$ cat src/rtl/filt_lt_avg_mc.sv
// filt_lt_avg_mc
// Multi-channel long-term magnitude averaging filter for the ADPCM
// speed-control path. Each channel keeps an averaged value D that moves
// toward (FI << FSH) by 1/2^SH of the difference on every accepted sample.
// Two pipeline stages: S1 captures channel, FI and D; S2 registers the
// result and writes it back. S1 takes a result straight from S2 when both
// stages work on the same channel in the same cycle, so consecutive samples
// on one channel build on each other. A clear request first waits for the
// pipeline to empty, then resets one channel per cycle.
// Optional build macro: FILT_HOLD_EN adds an in_hold input. A held sample
// outputs the current D and leaves the stored state unchanged.

module filt_lt_avg_mc #(
    parameter int             W    = 14,
    parameter int             FW   = 3,
    parameter int             FSH  = 11,
    parameter int             SH   = 7,
    parameter int             NCH  = 8,
    parameter int             CW   = 3,
    parameter logic [W-1:0]   INIT = '0
) (
    input  logic              clk,
    input  logic              rst_n,
    input  logic              in_valid,
    output logic              in_ready,
    input  logic [CW-1:0]     in_ch,
    input  logic [FW-1:0]     in_fi,
`ifdef FILT_HOLD_EN
    input  logic              in_hold,
`endif
    output logic              out_valid,
    input  logic              out_ready,
    output logic [CW-1:0]     out_ch,
    output logic [W-1:0]      dout,
    input  logic              clr_req,
    output logic              clr_busy
);

    localparam logic [1:0] ST_IDLE  = 2'd0;
    localparam logic [1:0] ST_DRAIN = 2'd1;
    localparam logic [1:0] ST_SWEEP = 2'd2;

    // Correction that turns a logical right shift of a negative difference
    // into a sign-extended one, truncated to W bits.
    localparam int           SX_ADD_I = (2 ** W) - (2 ** (W + 1 - SH));
    localparam logic [W-1:0] SX_ADD   = W'(SX_ADD_I);

    logic [W-1:0]  r_state [NCH];

    logic          r_s1Valid;
    logic [CW-1:0] r_s1Ch;
    logic [FW-1:0] r_s1Fi;
    logic [W-1:0]  r_s1D;
    logic          r_s1Oor;
    logic          r_s1Hold;

    logic          r_outValid;
    logic [CW-1:0] r_outCh;
    logic [W-1:0]  r_dout;

    logic [1:0]    r_clrState;
    logic [CW-1:0] r_sweepIdx;

    logic          w_clrBusy;
    logic          w_inReady;
    logic          w_accept;
    logic          w_s2Advance;
    logic          w_s1Advance;
    logic          w_inOor;
    logic          w_inHold;
    logic [W:0]    w_fiShift;
    logic [W:0]    w_dif;
    logic [W-1:0]  w_difSx;
    logic [W-1:0]  w_dNew;
    logic [W-1:0]  w_result;
    logic          w_write;
    logic          w_fwd;
    logic [W-1:0]  w_readD;

`ifdef FILT_HOLD_EN
    assign w_inHold = in_hold;
`else
    assign w_inHold = 1'b0;
`endif

    // Channel indices at or above NCH can only exist when NCH is not a power of two.
    generate
        if (NCH < (2 ** CW)) begin : g_oorCheck
            assign w_inOor = (int'(in_ch) >= NCH);
        end else begin : g_noOor
            assign w_inOor = 1'b0;
        end
    endgenerate

    assign w_clrBusy   = (r_clrState != ST_IDLE);
    assign w_s2Advance = !r_outValid || out_ready;
    assign w_s1Advance = r_s1Valid && w_s2Advance;
    assign w_inReady   = !w_clrBusy && (!r_s1Valid || w_s2Advance);
    assign w_accept    = in_valid && w_inReady;

    // D' = D + sign-extended ((FI << FSH) - D) >> SH, all modulo 2^W.
    assign w_fiShift = (W + 1)'(r_s1Fi) << FSH;
    assign w_dif     = w_fiShift - {1'b0, r_s1D};
    assign w_difSx   = W'(w_dif >> SH) + (w_dif[W] ? SX_ADD : '0);
    assign w_dNew    = w_difSx + r_s1D;
    assign w_result  = r_s1Hold ? r_s1D : w_dNew;

    // Only in-range, unheld samples write back, so only those are forwarded.
    assign w_write = w_s1Advance && !r_s1Oor && !r_s1Hold;
    assign w_fwd   = w_write && (r_s1Ch == in_ch);
    assign w_readD = w_inOor ? INIT : (w_fwd ? w_dNew : r_state[in_ch]);

    // S1: capture channel, FI and the current (possibly forwarded) D on acceptance.
    always_ff @(posedge clk or negedge rst_n) begin
        if (!rst_n) begin
            r_s1Valid <= 1'b0;
            r_s1Ch    <= '0;
            r_s1Fi    <= '0;
            r_s1D     <= '0;
            r_s1Oor   <= 1'b0;
            r_s1Hold  <= 1'b0;
        end else if (w_accept) begin
            r_s1Valid <= 1'b1;
            r_s1Ch    <= in_ch;
            r_s1Fi    <= in_fi;
            r_s1D     <= w_readD;
            r_s1Oor   <= w_inOor;
            r_s1Hold  <= w_inHold;
        end else if (w_s2Advance) begin
            r_s1Valid <= 1'b0;
        end
    end

    // S2: register the result when S1 advances; drop it once downstream takes it.
    always_ff @(posedge clk or negedge rst_n) begin
        if (!rst_n) begin
            r_outValid <= 1'b0;
            r_outCh    <= '0;
            r_dout     <= '0;
        end else if (w_s1Advance) begin
            r_outValid <= 1'b1;
            r_outCh    <= r_s1Ch;
            r_dout     <= w_result;
        end else if (out_ready) begin
            r_outValid <= 1'b0;
        end
    end

    // Per-channel state: the sweep clears one entry per cycle, otherwise S2 writes back.
    always_ff @(posedge clk or negedge rst_n) begin
        if (!rst_n) begin
            for (int i = 0; i < NCH; i++) begin
                r_state[i] <= INIT;
            end
        end else if (r_clrState == ST_SWEEP) begin
            r_state[r_sweepIdx] <= INIT;
        end else if (w_write) begin
            r_state[r_s1Ch] <= w_dNew;
        end
    end

    // Clear sequencer: wait for an empty pipeline, then sweep channels 0..NCH-1.
    always_ff @(posedge clk or negedge rst_n) begin
        if (!rst_n) begin
            r_clrState <= ST_IDLE;
            r_sweepIdx <= '0;
        end else begin
            case (r_clrState)
                ST_IDLE: begin
                    if (clr_req) begin
                        r_clrState <= ST_DRAIN;
                    end
                end
                ST_DRAIN: begin
                    if (!r_s1Valid && !r_outValid) begin
                        r_clrState <= ST_SWEEP;
                        r_sweepIdx <= '0;
                    end
                end
                ST_SWEEP: begin
                    if (r_sweepIdx == CW'(NCH - 1)) begin
                        r_clrState <= ST_IDLE;
                        r_sweepIdx <= '0;
                    end else begin
                        r_sweepIdx <= r_sweepIdx + 1'b1;
                    end
                end
                default: begin
                    r_clrState <= ST_IDLE;
                    r_sweepIdx <= '0;
                end
            endcase
        end
    end

    assign in_ready  = w_inReady;
    assign out_valid = r_outValid;
    assign out_ch    = r_outCh;
    assign dout      = r_dout;
    assign clr_busy  = w_clrBusy;

endmodule

$ cat config.mk
export PLATFORM = sky130hd
export DESIGN_NAME = filt_lt_avg_mc
export DESIGN_NICKNAME = d
export VERILOG_FILES = /design/src/rtl/filt_lt_avg_mc.sv
export SDC_FILE = /design/constraint.sdc
export NUM_CORES = 1
export LEC_CHECK = 0
export BUFFER_PORTS_ARGS = -buffer_cell sky130_fd_sc_hd__clkbuf_2
export CAP_MARGIN = 20
export CORE_AREA = 2 2 123 125
export DETAILED_ROUTE_END_ITERATION = 7
export DIE_AREA = 0 0 125 127
export PLACE_DENSITY = 0.71
export SKIP_LAST_GASP = 1
export SLEW_MARGIN = 10
export SYNTH_ARGS = -nofsm -noshare
export SYNTH_HDL_FRONTEND = slang
export SYNTH_SLANG_ARGS = --single-unit
$ cat constraint.sdc
create_clock -name clk -period 3.2 [get_ports clk]
set_input_delay 0.32 -clock clk [delete_from_list [all_inputs] [get_ports clk]]
set_output_delay 0.32 -clock clk [all_outputs]
set_load 0.1 [all_outputs]
==> results.cfg, run 1 <==
[outcome]
status = finished, violations left
violations = negative setup slack

[drt]
viasPerCell = 6.519
wl_per_cell_um = 24.55
routed_wl_um = 21530
dr.pass1.iters = 5
ant_nets = 0
drc = 0
vias = 5717
initialDrtViolationCount = 606

[clocking]
cts_tree = built
clk_pin_slew_ns = 0.06
cts-buffers-inserted = 17
clkSinkCount = 156
insertion_delay_ns = 0.43
cts_root_buf = clkbuf_16
h-tree-depth = 4
clk_path_buf_depth = 2

[sta]
final_hold_viol_count = 0
whs_ns = 0.09907
worst_pin_slew_ns = 1.024
fin_ws_ns = -0.2375
clock_skew_ns = 0.01110
setup_viol = 38
grt_setup_unrepaired = yes
fin_crit_ns = 3.437
timing.fmax_mhz = 290.9
min_period_over_period_pct = 107.4
drv_slew = 0
max_slew_margin_pct = 31.51

[floorplan]
initial_utilization_pct = 51.75
die_h_um = 127
core_area_um2 = 14420
pin_count = 31
dieArea_um2 = 15880
fp-row-count = 44
dieWidth_um = 125

[critical_path]
rr_worst_depth = 14
required_ns = 3.51
crit_family = compound AO/OA/AOI/OAI gates
cp.arrival_ns = 3.75
ff2ff_setup_slack_ns = -0.24
crit_top_cell = buf_4
max_stage_delay_ns = 0.42
crit_cells = 14
slowest_stage = ha_1
crit_chain = ha_4 > nor4b_4 > a31oi_4 > xnor2_1 > ha_1 > and3_4 > a221oi_4 > buf_4 > buf_4 > o21ai_0 > a21oi_2 > xnor2_2 > buf_6 > mux2_2
critPathKind = flop to flop
worst_setup_path_end_kind = flop
critPathMaxFanout = 9
cp.buffers_inverters = 3
start_kind = flop

[global_route]
antenna_found_initial = 0
grt_start_max_net_pins = 77
grt_pass1_vias = 5978
grt_pass1_wl_um = 33260
grt_usage_pct = 27.26
overflow = 0

[yosys]
synth_cell_type_count = 54
async_flop_share_pct = 100.0
syn_nets = 604
syn_area_um2 = 7465
yosysSeqAreaShare_pct = 52.30
synth-edff-count = 0
syn_area_per_cell_um2 = 13.00
ys_seq_elements = 156
yosysWarnings = 0
synthCells = 574
synth_top_flop_cell = dfrtp_1

[placed_design]
place_congestion = 0.9472
numPortBuffers = 30
dp_hpwl_um = 13020
placedCellCount = 826

[cells_and_area]
syn_to_final_growth_pct = 28.61
drive_gt1_share_pct = 39.25
n_antenna_cell = 0
nets = 710
final_core_util_pct = 66.56
stdcell_count = 877

[worst_hold_path]
min_path_cells = 2
hold_path_class = input pin to flop

[run]
max_cap_violations = 0
==> registers in the layout (all words and copies together) (netlist names) <==
signal and count:
r_s1D 14, r_clrState 2, r_state 112, dout 14
r_s1Ch 3, out_valid 1, r_sweepIdx 3, r_s1Fi 3
out_ch 3, r_s1Valid 1
==> layout by cell type, fill, tap and decap left out, types with 12 or more instances in the layout <==
master | synthesis | final
a22o_1 | 114 | 114
nand2_1 | 26 | 25
buf_4 | 0 | 72
mux4_2 | 28 | 28
clkbuf_2 | 0 | 29
mux2_2 | 24 | 23
mux2i_1 | 14 | 13
ha_1 | 18 | 12
buf_6 | 0 | 18
dfrtp_1 | 156 | 156
a21oi_1 | 23 | 18
nor2_1 | 22 | 21
clkbuf_16 | 0 | 17
==> path summary, 6_finish.rpt <==
| path | from | endpoint |
|---|---|---|
| setup / recovery | r_s1Fi[0]$_DFFE_PN0P_ | dout[10]$_DFFE_PN0P_ |
| hold / removal | clr_req | r_clrState[0]$_DFFE_PN0P_ |
| setup reg to reg | r_s1Fi[0]$_DFFE_PN0P_ | dout[10]$_DFFE_PN0P_ |
| hold reg to reg | out_ch[1]$_DFFE_PN0P_ | out_ch[1]$_DFFE_PN0P_ |
| max in group asynchronous | rst_n | r_state[92]$_DFFE_PN0P_ |
| min in group asynchronous | rst_n | r_s1D[1]$_DFFE_PN0P_ |
==> routing by layer <==
metal	part of all wire [%]	track usage, %	routed length [µm]	vias up
met5	0	0	0	-
met4	2.4	11.11	513	0
met3	7.0	5.276	1505	56
met2	49	45.81	10520	277
met1	42	35.21	8984	2960
li1	-	-	-	2424
==> stage by stage <==
| stage | worst slack [ns] | instance area (µm²) | TNS [ns] |
|---|---|---|---|
| final | -0.2375 | 9600 | -3.633 |
| after detailed placement | -0.2369 | 8369 | -9.242 |
| after floorplan | -0.01395 | 7527 | -0.01395 |
| after global placement | -0.1060 | 8369 | -1.056 |
| after CTS | -0.1424 | 9243 | -1.062 |
| after global routing | -0.3747 | 9600 | -12.23 |
==> cells in the mapped netlist (2+ instances only) <==
master    instances  area [µm²]
nand4_1           2       12.51
nor2b_1           5       31.28
nand2b_1          3       18.77
xnor2_1          10       87.58
or2_2             2       12.51
a21oi_2           3       26.28
a31oi_1           4       25.02
nand3_1           5       25.02
xor2_1            9       78.83
buf_1             5       18.77
a21oi_1          23       115.1
xor2_2            2       32.53
inv_1             6       22.52
a211oi_1          2       15.01
dfrtp_1         156        3904
o21ai_1           2       10.01
nand3_2           2       20.02
mux2_2           24       270.3
nor4_1            4       25.02
o21ai_0          11       55.05
ha_1             18       225.2
a21o_1            5       37.54
nor2_1           22       82.58
a22o_1          114       998.5
mux2i_1          14       140.1
nor3b_1           2       15.01
nand2_1          26       97.59
or3_1             2       12.51
a221o_1           3       30.03
clkbuf_1         22       82.58
nor3_1            7       35.03
buf_2             9       45.04
mux4_2           28       630.6
o21bai_1          2       15.01
==> cells by family after synthesis <==
logic type | after synthesis | synth area share (%)
buf+inv | 42 | 2.263
compound gates | 180 | 19.28
xor+xnor | 22 | 2.883
simple gates | 89 | 6.051
fa+ha+maj | 19 | 3.285
flops | 156 | 52.30
mux | 66 | 13.95
==> layout make-up <==
type / count / area, µm²
timing repair buffer: 121 / 903.4
clock buffer: 21 / 460.4
clock inverter: 11 / 142.6
inverter: 6 / 22.52
multi-input combinational: 378 / 3938
sequential: 156 / 3904
tap: 184 / 230.2
fill: 1025 / 4823
==> timing repair <==
action                                 in CTS  in global routing
cloned                                      2                  4
pin swaps                                  25                 31
endpoints found under the hold margin      73                  0
hold buffers                                1                  0
setup endpoints to repair                  72                100
gates resized for setup                    32                 52
buffers inserted                            7                  8
Power of run 1 is left out: the tool's default activity adds up to more than one toggle a clock period on the data nets, which glitch-free logic cannot reach.
==> run 2: changes to the inputs <==
- MAX_ROUTING_LAYER: not set -> met4
==> run 2 against run 1 <==
Compared with the run above: cell count stayed put; critical path depth grew 1; the run still ends with negative setup slack left; highest routed layer unchanged; clock skew shrank 0.0047 ns; sequential share of layout area grew 0.72 points; die area did not move; worst hold slack improved by 0.0052 ns; critical endpoint is now dout[13]$_DFFE_PN0P_.
==> results.cfg, run 2 (synthesis gave the netlist of run 1 again) <==
[outcome]
status = finished, violations left
violations = negative setup slack

[clocking]
cts_root_buf = clkbuf_16
clkSinkCount = 156
h-tree-depth = 4
insertion_delay_ns = 0.42
clk_pin_slew_ns = 0.06
clk_path_buf_depth = 2
cts_tree = built
cts-buffers-inserted = 17

[drt]
vias = 5646
routed_wl_um = 20640
ant_nets = 0
drc = 0
dr.pass1.iters = 5
wl_per_cell_um = 23.54
viasPerCell = 6.438
initialDrtViolationCount = 502

[placed_design]
dp_hpwl_um = 13070
numPortBuffers = 30
placedCellCount = 828
place_congestion = 0.9060

[sta]
drv_slew = 0
setup_viol = 39
fin_tns_setup_ns = -1.202
max_slew_margin_pct = 36.92
fin_crit_ns = 3.283
fin_ws_ns = -0.08312
timing.fmax_mhz = 304.6
min_period_over_period_pct = 102.6
grt_setup_unrepaired = yes
clock_skew_ns = 0.006427
final_hold_viol_count = 0
worst_pin_slew_ns = 0.9431

[global_route]
grt_start_max_net_pins = 79
grt_pass1_wl_um = 33300
grt_usage_pct = 27.89
overflow = 0
antenna_found_initial = 0
grt_pass1_vias = 5906

[worst_hold_path]
hold_start = clr_req
hold_path_class = input pin to flop

[critical_path]
start_kind = flop
max_stage_delay_ns = 0.41
critPathMaxFanout = 5
crit_top_cell = buf_6
cp.arrival_ns = 3.59
worst_setup_path_end_kind = flop
required_ns = 3.51
crit_chain = nor4_4 > buf_4 > buf_6 > a31oi_4 > o21ba_4 > xnor2_2 > ha_4 > nand3_4 > nor3b_2 > nor2_1 > a211oi_2 > xor2_2 > buf_6 > xnor2_4 > mux2_2
critPathKind = flop to flop
slowest_stage = dfrtp_1
r2r-start = r_s1D[2]$_DFFE_PN0P_
startpoint = r_s1D[2]$_DFFE_PN0P_

[cells_and_area]
stdcell_count = 877
fillers = 1062
largest_reg_flops = 112
nets = 711
final_common_cell = dfrtp_1
drive_gt1_share_pct = 38.67
syn_to_final_growth_pct = 26.37
top_register = r_state
n_antenna_cell = 0
mostFrequentLayoutCells = dfrtp_1 (156), a22o_1 (114), buf_4 (81), clkbuf_2 (29), mux4_2 (28)

[floorplan]
initial_utilization_pct = 51.75
fp-row-count = 44
dieWidth_um = 125
dieArea_um2 = 15880
core_area_um2 = 14420
pin_count = 31
die_h_um = 127

[run]
max_cap_violations = 0
[run 2: changes by cell type in the layout (fill, tap and decap cells not counted), sizes merged]
| cell | change |
|---|---|
| clkinvlp | -1 |
| buf | +1 |
| clkbuf | -2 |
| clkinv | +3 |
| bufinv | -1 |
[run 2: layout make-up]
class,instances,area [µm²],area share [%]
clock buffers,19,442.9,4.696
clock inverters,12,123.9,1.313
inverters,6,22.52,0.2388
multi-input cells,378,3814,40.43
flip-flops and latches,156,3904,41.38
well taps,184,230.2,2.441
repair buffers,122,895.9,9.497
[run 2: path summary, 6_finish.rpt]
kind	endpoint	slack [ns]	cells after the start
max	dout[13]$_DFFE_PN0P_	-0.08	15
min	r_clrState[0]$_DFFE_PN0P_	0.10	2
max reg2reg	dout[13]$_DFFE_PN0P_	-0.08	15
min reg2reg	out_ch[1]$_DFFE_PN0P_	0.49	2
max in group asynchronous	r_state[105]$_DFFE_PN0P_	1.80	3
min in group asynchronous	r_s1D[0]$_DFFE_PN0P_	0.49	2
[run 2: layer usage]
layer / global-route usage, % / routed length (µm) / up-vias
met5: - / 0 / -
met4: 9.281 / 341 / 0
met3: 4.858 / 1427 / 34
met2: 44.34 / 10300 / 246
met1: 37.02 / 8576 / 2941
li1: - / - / 2425
[run 2: through the flow]
| step | setup slack (ns) | instance area, µm² | hold slack (ns) | util (%) |
|---|---|---|---|---|
| detailed placement | -0.1983 | 8397 | 0.4064 | 58.21 |
| global route | -0.2428 | 9433 | 0.1011 | 65.40 |
| floorplan | -0.01395 | 7527 | 0.02441 | - |
| CTS | -0.1259 | 9223 | 0.08908 | 63.94 |
| finish | -0.08312 | 9433 | 0.1043 | 65.40 |
| global placement | -0.1027 | 8397 | 0.3884 | 58.21 |
[run 2: critical path: cells and delay by family (launching register included)]
kind / cells / cell delay, ns
adder cells (fa/ha/maj): 1 / 0.31
XOR/XNOR: 3 / 0.42
multiplexers: 1 / 0.28
AND/OR/NAND/NOR: 4 / 0.69
AO/OA/AOI/OAI: 3 / 0.61
buffers and inverters: 3 / 0.43
flip-flops: 1 / 0.41
[run 2: timing repair]
item                                   in CTS  in global routing
setup endpoints to repair                  65                 88
endpoints found under the hold margin      75                  0
buffers inserted                            7                  8
pin swaps                                  15                 14
gates cloned                                2                  2
hold buffers                                1                  0
resized for setup                          26                 34
Power of run 2 is left out for the same reason.
==> run 3: changes to the inputs <==
- CORE_AREA: 2 2 123 125 -> 2 2 147 106
- DIE_AREA: 0 0 125 127 -> 0 0 149 108
- PLACE_DENSITY: 0.71 -> 0.7
==> run 3 against run 2 <==
Compared with the run above: the run still ends with negative setup slack left; maximum frequency decreased by 0.94%; cell count up 1.0%; register-to-register slack lost 0.03 ns; critical path type unchanged; largest cell class unchanged.
==> results.cfg, run 3 (synthesis gave the netlist of run 1 again) <==
[critical_path]
startpoint = r_s1Fi[0]$_DFFE_PN0P_
r2r-start = r_s1Fi[0]$_DFFE_PN0P_
timing.rr.end = dout[8]$_DFFE_PN0P_
cp.arrival_ns = 3.62
critPathMaxFanout = 5
ff2ff_setup_slack_ns = -0.11
critPathKind = flop to flop
required_ns = 3.51
start_kind = flop
worst_setup_path_end_kind = flop
rr_worst_depth = 14

[global_route]
antenna_found_initial = 0
overflow = 0
grt_pass1_wl_um = 33330
grt_usage_pct = 28.71
grt_pass1_vias = 5822
grt_start_max_net_pins = 117

[drt]
wl_per_cell_um = 23.91
drc = 0
viasPerCell = 6.351
ant_nets = 0
initialDrtViolationCount = 494
vias = 5627
highest_layer = met4
routed_wl_um = 21180
wl_met2_um = 9755
wl_met1_um = 9559
dr.pass1.iters = 5
routed-wl-met3_um = 1511

[outcome]
status = finished, violations left
violations = negative setup slack

[floorplan]
fp-row-count = 37
dieWidth_um = 149
core_area_um2 = 14540
dieArea_um2 = 16090
initial_utilization_pct = 51.35
die_h_um = 108
pin_count = 31

[sta]
final_hold_viol_count = 0
drv_slew = 0
setup_viol = 42
worst_pin_slew_ns = 1.076
clock_skew_ns = 0.008598
whs_ns = 0.09580
min_period_over_period_pct = 103.6
max_slew_margin_pct = 28.03
fin_ws_ns = -0.1144
fin_tns_setup_ns = -1.506
fin_crit_ns = 3.314
timing.fmax_mhz = 301.7
grt_setup_unrepaired = yes

[cells_and_area]
nets = 709
mostFrequentLayoutCells = dfrtp_1 (156), a22o_1 (114), buf_4 (78), clkbuf_2 (29), mux4_2 (28)
regArea_um2 = 3904
final_common_cell = dfrtp_1
top_register = r_state
n_antenna_cell = 0
largest_reg_flops = 112
syn_to_final_growth_pct = 29.22
multi_input_area_um2 = 3856
drive_gt1_share_pct = 38.64
fillers = 1058
stdcell_count = 886
final_core_util_pct = 66.35

[clocking]
cts-buffers-inserted = 17
clk_path_buf_depth = 2
cts_tree = built
clk_pin_slew_ns = 0.06
clkSinkCount = 156
cts_root_buf = clkbuf_16
h-tree-depth = 4
insertion_delay_ns = 0.43

[worst_hold_path]
hold_end = r_clrState[0]$_DFFE_PN0P_
hold_start = clr_req
hold_path_class = input pin to flop
min_path_cells = 2

[placed_design]
numPortBuffers = 30
dp_hpwl_um = 13250
placedCellCount = 837
place_congestion = 0.8108

[run]
max_cap_violations = 0
run 3: layer usage:
| layer | vias up | global-route usage (%) |
|---|---|---|
| met4 | 0 | 8.027 |
| met5 | - | - |
| met2 | 207 | 42.63 |
| met1 | 2971 | 39.91 |
| met3 | 29 | 7.089 |
| li1 | 2420 | - |
run 3: how the worst max path moves through the flow:
stage / end / slack, ns / cells past startpoint
2_1_floorplan: dout[12]$_DFFE_PN0P_ / -0.01 / 12
3_3_place_gp: dout[13]$_DFFE_PN0P_ / -0.16 / 13
3_5_place_dp: dout[13]$_DFFE_PN0P_ / -0.30 / 13
4_1_cts: dout[13]$_DFFE_PN0P_ / -0.14 / 14
5_1_grt: dout[12]$_DFFE_PN0P_ / -0.24 / 13
6_report: dout[8]$_DFFE_PN0P_ / -0.11 / 14
run 3: area by class of cell:
cell class	instances	share of cell area, %
Timing Repair Buffer	121	9.833
Sequential cell	156	40.47
Inverter	6	0.2335
Clock inverter	12	2.257
Tap cell	195	2.530
Multi-Input combinational cell	377	39.98
Clock buffer	19	4.696
run 3: what timing repair did:
item                                    4_1_cts  5_1_grt
gates resized for setup                      29       28
buffers inserted                              8        6
pin swaps                                    14       25
endpoints found under the setup margin       69       98
endpoints found under the hold margin         0       37
hold buffers                                  0        1
gates cloned                                  3        0
run 3: worst max-delay path, cell delays in order (launching register included):
cell and delay (ns):
dfrtp_1 0.41, ha_4 0.28, nor4b_4 0.20, a31oi_2 0.16, buf_4 0.16, xnor2_1 0.11
ha_1 0.33, buf_4 0.17, a221oi_4 0.31, o21bai_2 0.14, a21oi_4 0.23, buf_12 0.14
xnor2_4 0.12, buf_12 0.17, mux2_4 0.26
run 3: metrics by stage:
stage	setup WS [ns]	area, µm²
after floorplan	-0.01395	7527
after global placement	-0.1558	8421
after detailed placement	-0.2988	8421
after CTS	-0.1406	9375
after global routing	-0.2423	9646
final	-0.1144	9646
Power of run 3 is left out for the same reason.
